<file path="src/rtl/ahb_dbg_pkg.sv">
// Shared AHB-lite encodings and the FSM state type for the debug AHB arbiter.
// Latency: none (package only).
// Backpressure: n/a.
package ahb_dbg_pkg;

  localparam logic [1:0] HTRANS_IDLE   = 2'b00;
  localparam logic [1:0] HTRANS_NONSEQ = 2'b10;

  localparam logic [2:0] HSIZE_BYTE    = 3'b000;
  localparam logic [2:0] HSIZE_HALF    = 3'b001;
  localparam logic [2:0] HSIZE_WORD    = 3'b010;

  localparam logic [2:0] HBURST_SINGLE = 3'b000;

  localparam logic [1:0] HRESP_OKAY    = 2'b00;
  localparam logic [1:0] HRESP_ERROR   = 2'b01;

  typedef enum logic [1:0] {
    ST_IDLE = 2'd0,
    ST_ADDR = 2'd1,
    ST_DATA = 2'd2,
    ST_RESP = 2'd3
  } state_t;

endpackage

</file>
<file path="src/rtl/ahb_dbg_arbiter_sel_decode.sv">
// Wishbone byte-select to AHB hsize / low address offset decoder.
// Latency: combinational.
// Backpressure: n/a.
// Ports: sel (byte lanes) -> hsize, offset (haddr[1:0]), illegal (unsupported lane pattern).
module wb_sel_decode
  import ahb_dbg_pkg::*;
(
  input  logic [3:0] sel,
  output logic [2:0] hsize,
  output logic [1:0] offset,
  output logic       illegal
);

  always_comb begin
    hsize   = HSIZE_BYTE;
    offset  = 2'b00;
    illegal = 1'b0;
    case (sel)
      4'b1111: hsize = HSIZE_WORD;
      4'b0011: hsize = HSIZE_HALF;
      4'b1100: begin hsize = HSIZE_HALF; offset = 2'b10; end
      4'b0001: offset = 2'b00;
      4'b0010: offset = 2'b01;
      4'b0100: offset = 2'b10;
      4'b1000: offset = 2'b11;
      default: illegal = 1'b1;
    endcase
  end

endmodule

</file>
<file path="src/rtl/ahb_dbg_arbiter.sv">
// Two-port Wishbone -> AHB-lite master arbiter; each request is one SINGLE NONSEQ transfer.
// Latency: zero-wait request sampled at edge 0 gives ack in cycle 3; each hready=0 cycle adds one.
// Backpressure: losing port holds stb until granted; hready=0 stalls ADDR/DATA indefinitely.
// Ports: m0_*/m1_* Wishbone slaves (port 0 host, port 1 SWD/JTAG), h* AHB-lite master, busy_o.
module ahb_dbg_arbiter
  import ahb_dbg_pkg::*;
#(
  parameter int AWIDTH = 32,
  parameter int DWIDTH = 32
) (
  input  logic              clk_i,
  input  logic              rst_i,
  input  logic              m0_cyc_i,
  input  logic              m0_stb_i,
  input  logic              m0_we_i,
  input  logic [3:0]        m0_sel_i,
  input  logic [AWIDTH-1:0] m0_addr_i,
  input  logic [DWIDTH-1:0] m0_data_i,
  output logic [DWIDTH-1:0] m0_data_o,
  output logic              m0_ack_o,
  output logic              m0_err_o,
  input  logic              m1_cyc_i,
  input  logic              m1_stb_i,
  input  logic              m1_we_i,
  input  logic [3:0]        m1_sel_i,
  input  logic [AWIDTH-1:0] m1_addr_i,
  input  logic [DWIDTH-1:0] m1_data_i,
  output logic [DWIDTH-1:0] m1_data_o,
  output logic              m1_ack_o,
  output logic              m1_err_o,
  output logic [AWIDTH-1:0] haddr,
  output logic [1:0]        htrans,
  output logic              hwrite,
  output logic [2:0]        hsize,
  output logic [2:0]        hburst,
  output logic [DWIDTH-1:0] hwdata,
  input  logic [DWIDTH-1:0] hrdata,
  input  logic              hready,
  input  logic [1:0]        hresp,
  output logic              busy_o
);

  state_t state_q, state_d;

  logic              gnt_q, last_gnt_q, done_q;
  logic              we_q, err_q;
  logic [AWIDTH-1:2] addr_q;
  logic [1:0]        off_q;
  logic [2:0]        size_q;
  logic [DWIDTH-1:0] wdata_q, rdata_q;

  logic req0, req1, gnt_d, any_req;
  logic [3:0] sel_mux;
  logic [2:0] dec_size;
  logic [1:0] dec_off;
  logic       dec_illegal;

  // Byte offset comes from sel, so the requesters' low address bits are ignored.
  logic unused_addr_lsb;
  assign unused_addr_lsb = ^{m0_addr_i[1:0], m1_addr_i[1:0]};

  // In the IDLE cycle right after a response, the port just served may still
  // show its old stb; masking it keeps a stale request from being re-granted.
  assign req0 = m0_cyc_i & m0_stb_i & ~(done_q & ~gnt_q);
  assign req1 = m1_cyc_i & m1_stb_i & ~(done_q &  gnt_q);

  assign any_req = req0 | req1;
  // Contention goes to the port that was not granted last.
  assign gnt_d   = (req0 & req1) ? ~last_gnt_q : req1;
  assign sel_mux = gnt_d ? m1_sel_i : m0_sel_i;

  wb_sel_decode u_sel_decode (
    .sel     (sel_mux),
    .hsize   (dec_size),
    .offset  (dec_off),
    .illegal (dec_illegal)
  );

  always_ff @(posedge clk_i or posedge rst_i) begin
    if (rst_i) state_q <= ST_IDLE;
    else       state_q <= state_d;
  end

  always_comb begin
    state_d = state_q;
    case (state_q)
      ST_IDLE: if (any_req) state_d = dec_illegal ? ST_RESP : ST_ADDR;
      ST_ADDR: if (hready)  state_d = ST_DATA;
      ST_DATA: if (hready)  state_d = ST_RESP;
      ST_RESP: state_d = ST_IDLE;
      default: state_d = ST_IDLE;
    endcase
  end

  always_ff @(posedge clk_i or posedge rst_i) begin
    if (rst_i) begin
      gnt_q      <= 1'b0;
      last_gnt_q <= 1'b1;
      done_q     <= 1'b0;
      we_q       <= 1'b0;
      err_q      <= 1'b0;
      addr_q     <= '0;
      off_q      <= 2'b00;
      size_q     <= HSIZE_BYTE;
      wdata_q    <= '0;
      rdata_q    <= '0;
    end else begin
      done_q <= (state_q == ST_RESP);
      if (state_q == ST_IDLE && any_req) begin
        gnt_q      <= gnt_d;
        last_gnt_q <= gnt_d;
        we_q       <= gnt_d ? m1_we_i : m0_we_i;
        addr_q     <= gnt_d ? m1_addr_i[AWIDTH-1:2] : m0_addr_i[AWIDTH-1:2];
        wdata_q    <= gnt_d ? m1_data_i : m0_data_i;
        size_q     <= dec_size;
        off_q      <= dec_off;
        err_q      <= dec_illegal;
      end
      if (state_q == ST_DATA && hready) begin
        err_q <= (hresp == HRESP_ERROR);
        // An errored read leaves the previous read data in place.
        if (!we_q && hresp == HRESP_OKAY) rdata_q <= hrdata;
      end
    end
  end

  assign htrans = (state_q == ST_ADDR) ? HTRANS_NONSEQ : HTRANS_IDLE;
  assign haddr  = {addr_q, off_q};
  assign hwrite = we_q;
  assign hsize  = size_q;
  assign hburst = HBURST_SINGLE;
  assign hwdata = wdata_q;
  assign busy_o = (state_q != ST_IDLE);

  // Responses are gated by cyc so an abandoned cycle gets no ack/err.
  assign m0_ack_o  = (state_q == ST_RESP) & ~gnt_q & ~err_q & m0_cyc_i;
  assign m0_err_o  = (state_q == ST_RESP) & ~gnt_q &  err_q & m0_cyc_i;
  assign m1_ack_o  = (state_q == ST_RESP) &  gnt_q & ~err_q & m1_cyc_i;
  assign m1_err_o  = (state_q == ST_RESP) &  gnt_q &  err_q & m1_cyc_i;
  assign m0_data_o = rdata_q;
  assign m1_data_o = rdata_q;

endmodule

</file>
<file path="config.mk">
export PLATFORM = sky130hd
export DESIGN_NAME = ahb_dbg_arbiter
export DESIGN_NICKNAME = d
export VERILOG_FILES = /design/src/rtl/ahb_dbg_pkg.sv /design/src/rtl/ahb_dbg_arbiter_sel_decode.sv /design/src/rtl/ahb_dbg_arbiter.sv
export SDC_FILE = /design/constraint.sdc
export NUM_CORES = 1
export LEC_CHECK = 0
export CAP_MARGIN = 20
export CORE_ASPECT_RATIO = 0.7
export CORE_UTILIZATION = 38
export CTS_BUF_LIST = sky130_fd_sc_hd__clkbuf_2
export DETAILED_ROUTE_END_ITERATION = 10
export HOLD_SLACK_MARGIN = 0.06
export MAX_ROUTING_LAYER = met4
export PLACE_DENSITY = 0.83
export SYNTH_ARGS = -nofsm -noshare
export SYNTH_HDL_FRONTEND = slang
export SYNTH_HIERARCHICAL = 1
export SYNTH_SLANG_ARGS = --single-unit
</file>
<file path="constraint.sdc">
create_clock -name clk_i -period 3.8 [get_ports clk_i]
set_input_delay 0.76 -clock clk_i [delete_from_list [all_inputs] [get_ports clk_i]]
set_output_delay 0.76 -clock clk_i [all_outputs]
set_load 0.005 [all_outputs]
</file>
; Yosys cells after proc, flatten, opt, wreduce, memory -nomap -nowiden
; Index checks and enable logic that the tools add are counted.
[totals]
ff_bits = 106
inputBits = 179
[op_classes]
eq_ne = 14
muxes = 16
bitwise = 23
n_reduce_logical = 13
[ops]
columns = operator, n
row1 = $mux W32, 1
row2 = $mux W30, 1
row3 = $and A1 B1 Y1, 17
row4 = $eq A4 B4 Y1 const B, 3
row5 = $mux W2, 5
row6 = $eq A4 B2 Y1 const B, 2
row7 = $pmux W2 S4, 1
row8 = $reduce_or A7 Y1, 1
row9 = $ne A2 B2 Y1 const B, 3
row10 = $pmux W2 S3, 1
row11 = $mux W1, 5
row12 = $not A1 Y1, 5
row13 = $eq A2 B1 Y1 const B, 2
row14 = $eq A2 B2 Y1 const B, 2
row15 = $eq A4 B1 Y1 const B, 1
row16 = $eq A4 B3 Y1 const B, 1
row17 = $logic_not A2 Y1, 2
row18 = $mux W4, 1
row19 = $pmux W2 S2, 1
row20 = $reduce_bool A2 Y1, 2
row21 = $reduce_or A2 Y1, 2
row22 = $logic_and A1 B1 Y1, 3
row23 = $reduce_and A3 Y1, 1
row24 = $reduce_and A2 Y1, 1
row25 = other kinds (2), 2

; Logic depth before layout (Yosys ltp)
; Gate-level depths: netlist of run 1.
[logic_depth]
word_depth = 12
ltp_mapped = 10

; Modules after synthesis
; Netlist of run 1, hierarchy kept.
[by_module_without_submodules]
columns = mod, instances, cells_each, area_each_um2
row1 = ahb_dbg_arbiter, 1, 438, 4997.3
row2 = wb_sel_decode, 1, 13, 71.3

; Worst setup path after synthesis of run 1
; No wires, ideal clock.
[synth_timing]
path_kind = input-to-reg
start = in m0_cyc_i
end = reg err_q
arrival_ns = 2.233
required_ns = 3.723
setup_slack_ns = 1.490
cell_stages = 10
path_buffers = 2
cell_sequence = nand4b_1 > nand4_1 > buf_2 > buf_4 > mux2_2 > nor2_1 > nor3_1 > nor3_1 > mux2i_1 > a21oi_1
[synth_via]
elab_chain_len = 10
word_cells_on_any_way = 19
classes_between = eq/ne (7) / mux (5) / bitwise (4) / reduce/logical (3)
[synth_lines]
columns = element, line_no
row1 = start: declaration, ahb_dbg_arbiter.sv:13  ; input logic m0_cyc_i,
row2 = $and A1 B1 Y1 (*) (2 in series), ahb_dbg_arbiter.sv:64  ; assign req0 = m0_cyc_i & m0_stb_i & ~(done_q & ~gnt_q);
row3 = $and A1 B1 Y1 (*), ahb_dbg_arbiter.sv:69  ; assign gnt_d = (req0 & req1) ? ~last_gnt_q : req1;
row4 = $mux W1 (*), ahb_dbg_arbiter.sv:69
row5 = $mux W4 (*), ahb_dbg_arbiter.sv:70  ; assign sel_mux = gnt_d ? m1_sel_i : m0_sel_i;
row6 = net sel_mux[2], ahb_dbg_arbiter.sv:53  ; logic [3:0] sel_mux;
row7 = "$eq A4 B4 Y1, or another cell as far along", ahb_dbg_arbiter_sel_decode.sv:18  ; case (sel)
row8 = $reduce_or A7 Y1 (no line) (*), --
row9 = $mux W1 (*), ahb_dbg_arbiter_sel_decode.sv:18
row10 = net dec_illegal, ahb_dbg_arbiter.sv:56  ; logic dec_illegal;
row11 = $mux W1 (*), ahb_dbg_arbiter.sv:109  ; if (state_q == ST_IDLE && any_req) begin
row12 = $mux W1 (*), ahb_dbg_arbiter.sv:119  ; if (state_q == ST_DATA && hready) begin
row13 = end signal: assignment, ahb_dbg_arbiter.sv:117  ; err_q <= dec_illegal;
row14 = end signal: assignment, ahb_dbg_arbiter.sv:120  ; err_q <= (hresp == HRESP_ERROR);
row15 = end: declaration, ahb_dbg_arbiter.sv:46  ; logic we_q, err_q;
; Mark *: on every way through the listed nets, which the timed path passes. The rest lies on a longest branch. The select of a mux whose other input is x is not followed.
; A chain may end at the register's enable or synchronous reset.

; Final worst setup path of run 1
[layout_timing]
start = reg state_q[1]
end = out m1_err_o
[layout_via]
elab_chain_len = 4
[layout_lines]
columns = element, line_no
row1 = start: declaration, ahb_dbg_arbiter.sv:43  ; state_t state_q, state_d;
row2 = start signal: assignment, ahb_dbg_arbiter.sv:81  ; else state_q <= state_d;
row3 = $eq A2 B2 Y1, ahb_dbg_arbiter.sv:139  ; assign m1_err_o = (state_q == ST_RESP) & gnt_q & err_q & m1_cyc_i;
row4 = $and A1 B1 Y1 (3 in series), ahb_dbg_arbiter.sv:139
row5 = end: declaration, ahb_dbg_arbiter.sv:30  ; output logic m1_err_o,
; Every way passes these cells.

==> run metrics, run 1 <==
H-tree levels 3; cell chain of the critical path ha_1 -> nand3_1 -> nor2_1 -> clkdlybuf4s50_1; cts hold-fix bufs 0; clk slew on worst S/H paths 310 ps; multi-input logic area 1970 um2; final setup TNS 0 ps; Hold WC Path Type flop to flop; main combinational cell family by area after synthesis multiplexers; core area 12700 um2; Crit path required time 3040 ps; Peak VDD IR 0.429 mV; PostCTS Resize Cnt 0; pin count of the biggest net entering global routing 135; DR vias 4178; # DRC 0; CP startpoint kind flop; unrepaired setup endpoints after global routing false; mux contribution to synthesized area 0.227; ranking of synthesized cells by area dfrtp_1, mux2i_1, mux2_2, a21oi_1, buf_4; post-synth top area cell dfrtp_1; Max Cap Viol 0; register bit count reported by yosys 106; Final min period 2800 ps; crit path max fanout 4; post-detail-place hpwl 11.5 mm; die area 13800 um2; Warnings, synthesis 6; Critical Path AT 2040 ps; die width 140 um; fraction of layout cells with a size suffix above 1 0.0882; First DRT Iteration DRCs 120; vias per inst 4.70; Area Growth Syn to Fin 61.2%; Avg Cell Area, Syn 11.2 um2; share of synthesized registers carrying an async set or reset 1.00; post-CTS setup buffers 0; Pre-antenna DRT Iters 4; CTS root buffer clkbuf_2; most common cell in the netlist dfrtp_1; EDFF count, synth 0; CTS tree done; Die Y 98.6 um; CTS Buf Count 9; fmax 0.358 GHz; worst r2r path cells 8; Crit. Startpoint state_q[1]; Tcrit/Tclk final 0.736; GRT Total Usage 0.224; Mapped Area 5070 um2; Max Clock Skew 40.7 ps; Final ANT Viol Nets 0; Seq/Total Area, Yosys 0.524; vias in the first global route 4404; antenna violations before repair 0; nets@finish 905; Final Hold Slack 493 ps; synth unique cells 30; Worst-Skew Late Latency 580 ps; Post-Synth Simple-Gate Area 0.0704; post-synthesis compound-gate area fraction 0.0718; post-synthesis xor/xnor area fraction 0.00173; Most used DFF post-synth dfrtp_1; Starting Density 0.398; Synth Area in Adders 0.0123; DR WL/cell 16.7 um; Slew Viols, Final 0; Slew @ Worst Pin 619 ps; PD cells 642 nW/um2; Crit Path Class flop to primary output; hold path start last_gnt_q; Mapped Cells 451; post-synth top area share 0.518; Worst R2R Start last_gnt_q; Slew HR 0.587; boundary pin count 321; FILL cells 973; Final Hold Fails 0; CP max stage delay 530 ps; WL final 14.8 mm; I/O Buffers 312; gpl congestion 0.825; crit path capture type primary output; first-pass GRT wire length 23.3 mm; critical path's slowest cell clkdlybuf4s50_1; Reg area 2650 um2; FP Rows 34; Diodes inserted 0; final setup fails 0; grt ovf 0; outcome finished, final reports clean; Pleak 3.65 nW; total clock sinks 106; Synth top cells by count dfrtp_1, mux2i_1, nor2_1, a21oi_1, buf_4; hold depth 2; Max Root-Sink Buffers 2
state kept, by name (all words and copies together), names as in the netlist:
signal	flops
last_gnt_q	1
gnt_q	1
err_q	1
off_q	2
hwrite	1
addr_q	30
state_q	2
hwdata	32
m0_data_o	32
hsize	3
done_q	1
kinds of logic after synthesis:
family / count (synthesis)
compound gates: 71
xor+xnor: 1
fa+ha+maj: 5
buf+inv: 71
flops: 106
mux: 110
other cells: 2
simple gates: 85
where the power goes:
| group | internal [mW] | switching [mW] |
|---|---|---|
| clock network | 0.0997 | 0.400 |
| registers | 1.67 | 0.356 |
| logic | 1.75 | 0.969 |
| total | 3.52 | 1.72 |
final cells by class:
class                      instances  area share
sequential                       106       0.325
multi-input combinational        277       0.241
clock buffer                       9     0.00551
inverter                           8     0.00398
clock inverter                     7     0.00735
tap                              162      0.0248
timing repair buffer             319       0.393
cell usage in the layout (no fill, tap or decap), drive strengths merged:
cell and count:
o21a 1, nand4b 1, nand3 1, clkinv 3, nand2 4, nor2 69, a32oi 1, and4 2
ha 5, buf 7, dfrtp 105, clkbuf 9, nor3 4, inv 11, or3 1, mux2 41
or4 1, a21oi 66, o21ai 2, clkinvlp 1, nand4 1, mux2i 69, dfstp 1, conb 5
xnor2 1, clkdlybuf4s50 312, nand2b 1, o31ai 1
per-stage QoR:
step / cell area, um2 / power [mW] / worst slack (ps) / cells / util
floorplan: 5080 / 3.17 / 253 / 454 / -
global placement: 8040 / 4.68 / 908 / 871 / 0.632
detailed placement: 8070 / 4.81 / 779 / 872 / 0.634
CTS: 8170 / 5.31 / 955 / 888 / 0.642
global route: 8170 / 5.62 / 821 / 888 / 0.642
finish: 8170 / 5.24 / 1000 / 888 / 0.642
per-layer routing:
layer,global-route usage,part of all wire,vias up
met1,0.263,0.42,1936
met4,0.0440,0.013,0
met3,0.0714,0.076,15
li1,-,-,2049
met2,0.377,0.50,178
met5,-,0,-
final timing paths:
check	slack [ps]	endpoint
worst max-delay path	1000	m1_err_o
worst min-delay path	490	last_gnt_q
worst max register to register	1520	err_q
worst min register to register	490	last_gnt_q
max in group asynchronous	2540	last_gnt_q
min in group asynchronous	570	m0_data_o[7]
critical path, delay by kind of cell (launching register included):
| family | cells | cell delay [ps] |
|---|---|---|
| buf+inv | 1 | 530 |
| flops | 1 | 460 |
| fa+ha+maj | 1 | 240 |
| simple gates | 2 | 230 |
Note: power is estimated with default switching activity, not from simulation.
==> run 2: changes to the inputs <==
- clock period: 3.8 -> 2.7 ns (I/O delays scaled with it)
==> run 2 against run 1 <==
Worst hold slack lost 110 ps. Utilization grew 0.49 points. Total power grew 43%. Critical path type unchanged. Sequential power grew 40%. Critical endpoint unchanged. Largest power group unchanged. Worst setup slack lost 800 ps. First-iteration DRC count shrank 23%.
==> run metrics, run 2 (synthesis gave the netlist of run 1 again) <==
outcome finished, final reports clean (unchanged); CP max stage delay 530 ps (about the same); clk slew on worst S/H paths 290 ps (was 310 ps); GRT Total Usage 0.225 (was 0.224); Logic pwr share 0.518 (about the same); Max Cap Viol 0 (unchanged); Critical Path AT 1950 ps (was 2040 ps); antenna violations before repair 0 (unchanged); crit path capture type primary output (unchanged); Pre-antenna DRT Iters 4 (unchanged); R2R Path End state_q[1] (was err_q); Clock Power Share 0.104 (was 0.095); worst reg-to-reg setup slack 460 ps (was 1520 ps); commonest non-fill, non-tap cell in the layout clkdlybuf4s50_1 (unchanged); nets@finish 908 (was 905); # DRC 0 (unchanged); First DRT Iteration DRCs 93 (was 120); Slew @ Worst Pin 687 ps (was 619 ps); Crit Path Class flop to primary output (unchanged); total clock sinks 106 (unchanged); first-pass GRT wire length 23.2 mm (was 23.3 mm); worst r2r path cells 8 (unchanged); Area Growth Syn to Fin 62.5% (was 61.2%); DR WL/cell 16.9 um (was 16.7 um); Starting Density 0.398 (unchanged); boundary pin count 321 (unchanged); CTS tree done (unchanged); CTS root buffer clkbuf_2 (unchanged); CTS Buf Count 9 (unchanged); fmax 0.401 GHz; CP startpoint kind flop (unchanged); final instance area 8230 um2 (was 8170 um2); die area 13800 um2 (unchanged); die width 140 um (unchanged); switching part of the total 0.324 (was 0.329); Worst-Skew Late Latency 570 ps (was 580 ps); grt peak-use layer met2 (unchanged); I/O Buffers 312 (unchanged); Crit path required time 2160 ps (was 3040 ps); Slew HR 0.542 (was 0.587); fraction of layout cells with a size suffix above 1 0.0933 (was 0.0882); Diodes inserted 0 (unchanged); Final min period 2490 ps; Final ANT Viol Nets 0 (unchanged); H-tree levels 3 (unchanged); vias in the first global route 4538 (was 4404); DR vias 4309 (was 4178); grt ovf 0 (unchanged); crit path max fanout 4 (unchanged); WL final 15.1 mm (was 14.8 mm); cell chain of the critical path ha_2 -> nand3_1 -> nor2_1 -> clkdlybuf4s50_1 (was ha_1 -> nand3_1 -> nor2_1 -> clkdlybuf4s50_1); Inst Count DP 873 (was 872); Peak VDD IR 0.460 mV (was 0.429 mV); Tcrit/Tclk final 0.924; most frequent cells in the layout clkdlybuf4s50_1, dfrtp_1, mux2i_1, nor2_1, a21oi_1 (unchanged); critical path's slowest cell clkdlybuf4s50_1 (unchanged); GR met1 Demand/Resource 0.244 (was 0.263); gpl congestion 0.798 (was 0.825); Die Y 98.6 um (unchanged); Final Hold Fails 0 (unchanged); final setup fails 0 (unchanged); post-detail-place hpwl 11.7 mm (was 11.5 mm); final cell count without fillers 891 (was 888); cts hold-fix bufs 0 (unchanged); Hold WC Path Type input port to async pin (was flop to flop); Pleak 3.68 nW (was 3.65 nW); pin count of the biggest net entering global routing 107 (was 135); PD cells 913 nW/um2 (was 642 nW/um2); Max Clock Skew 31.4 ps (was 40.7 ps); vias per inst 4.84 (was 4.70); met2 layer usage reported by global route 0.404 (was 0.377); met3 Use GR 0.0637 (was 0.0714); Power Internal 5.09 mW (was 3.52 mW); Sw Pwr 2.44 mW (was 1.72 mW); Worst R2R Start last_gnt_q (unchanged); sequential power share 0.378 (was 0.387); unrepaired setup endpoints after global routing false (unchanged); core area 12700 um2 (unchanged); DP Area 8090 um2 (was 8070 um2); FP Rows 34 (unchanged); Slew Viols, Final 0 (unchanged); Max Root-Sink Buffers 2 (unchanged)
[run 2: routing by layer]
layer | up-vias | share of wire
met2 | 184 | 0.52
li1 | 2051 | -
met3 | 22 | 0.069
met1 | 2052 | 0.39
met4 | 0 | 0.017
met5 | - | 0
[run 2: worst max path at each step]
stage	startpoint	end	slack [ps]	cells after the start
after global placement	m0_stb_i	err_q	80	9
after CTS	state_q[0]	m1_err_o	70	4
after global routing	state_q[1]	m1_err_o	10	4
final	state_q[1]	m1_err_o	210	4
after detailed placement	m0_stb_i	err_q	-40	9
after floorplan	m0_cyc_i	err_q	610	10
[run 2: area by class of cell]
class,instances,area (um2)
fill,995,4490
timing repair buffer,322,3250
sequential,106,2650
multi-input combinational,277,1970
tap,162,203
clock inverter,7,76.3
clock buffer,9,45.0
inverter,8,33.8
[run 2: power groups by stage]
stage	Sequential, mW	Clock (mW)	Combinational [mW]
after detailed placement	2.89	0	3.91
after global routing	2.96	0.884	4.19
final	2.84	0.779	3.90
after CTS	2.85	0.815	3.93
after global placement	2.83	0	3.80
after floorplan	2.88	0	1.58
[run 2: critical path: cells and delay by family (launching register included)]
family / cells / cell delay, ps
adder cells (fa/ha/maj): 1 / 220
buffers and inverters: 1 / 530
flip-flops: 1 / 440
AND/OR/NAND/NOR: 2 / 220
[run 2: what timing repair did]
item	4_1_cts	5_1_grt
setup endpoints to repair	0	3
gates resized for setup	0	2
setup buffers	0	2
[run 2: through the flow]
stage                     power [mW]  hold slack, ps  worst slack, ps   util  TNS (ps)
final                           7.52             386              205  0.647         0
after floorplan                 4.46             444              610      -         0
after global routing            8.03             370             9.94  0.647         0
after detailed placement        6.80             475            -38.7  0.636     -73.4
after CTS                       7.60             399             73.2  0.646         0
after global placement          6.63             460             82.9  0.636         0
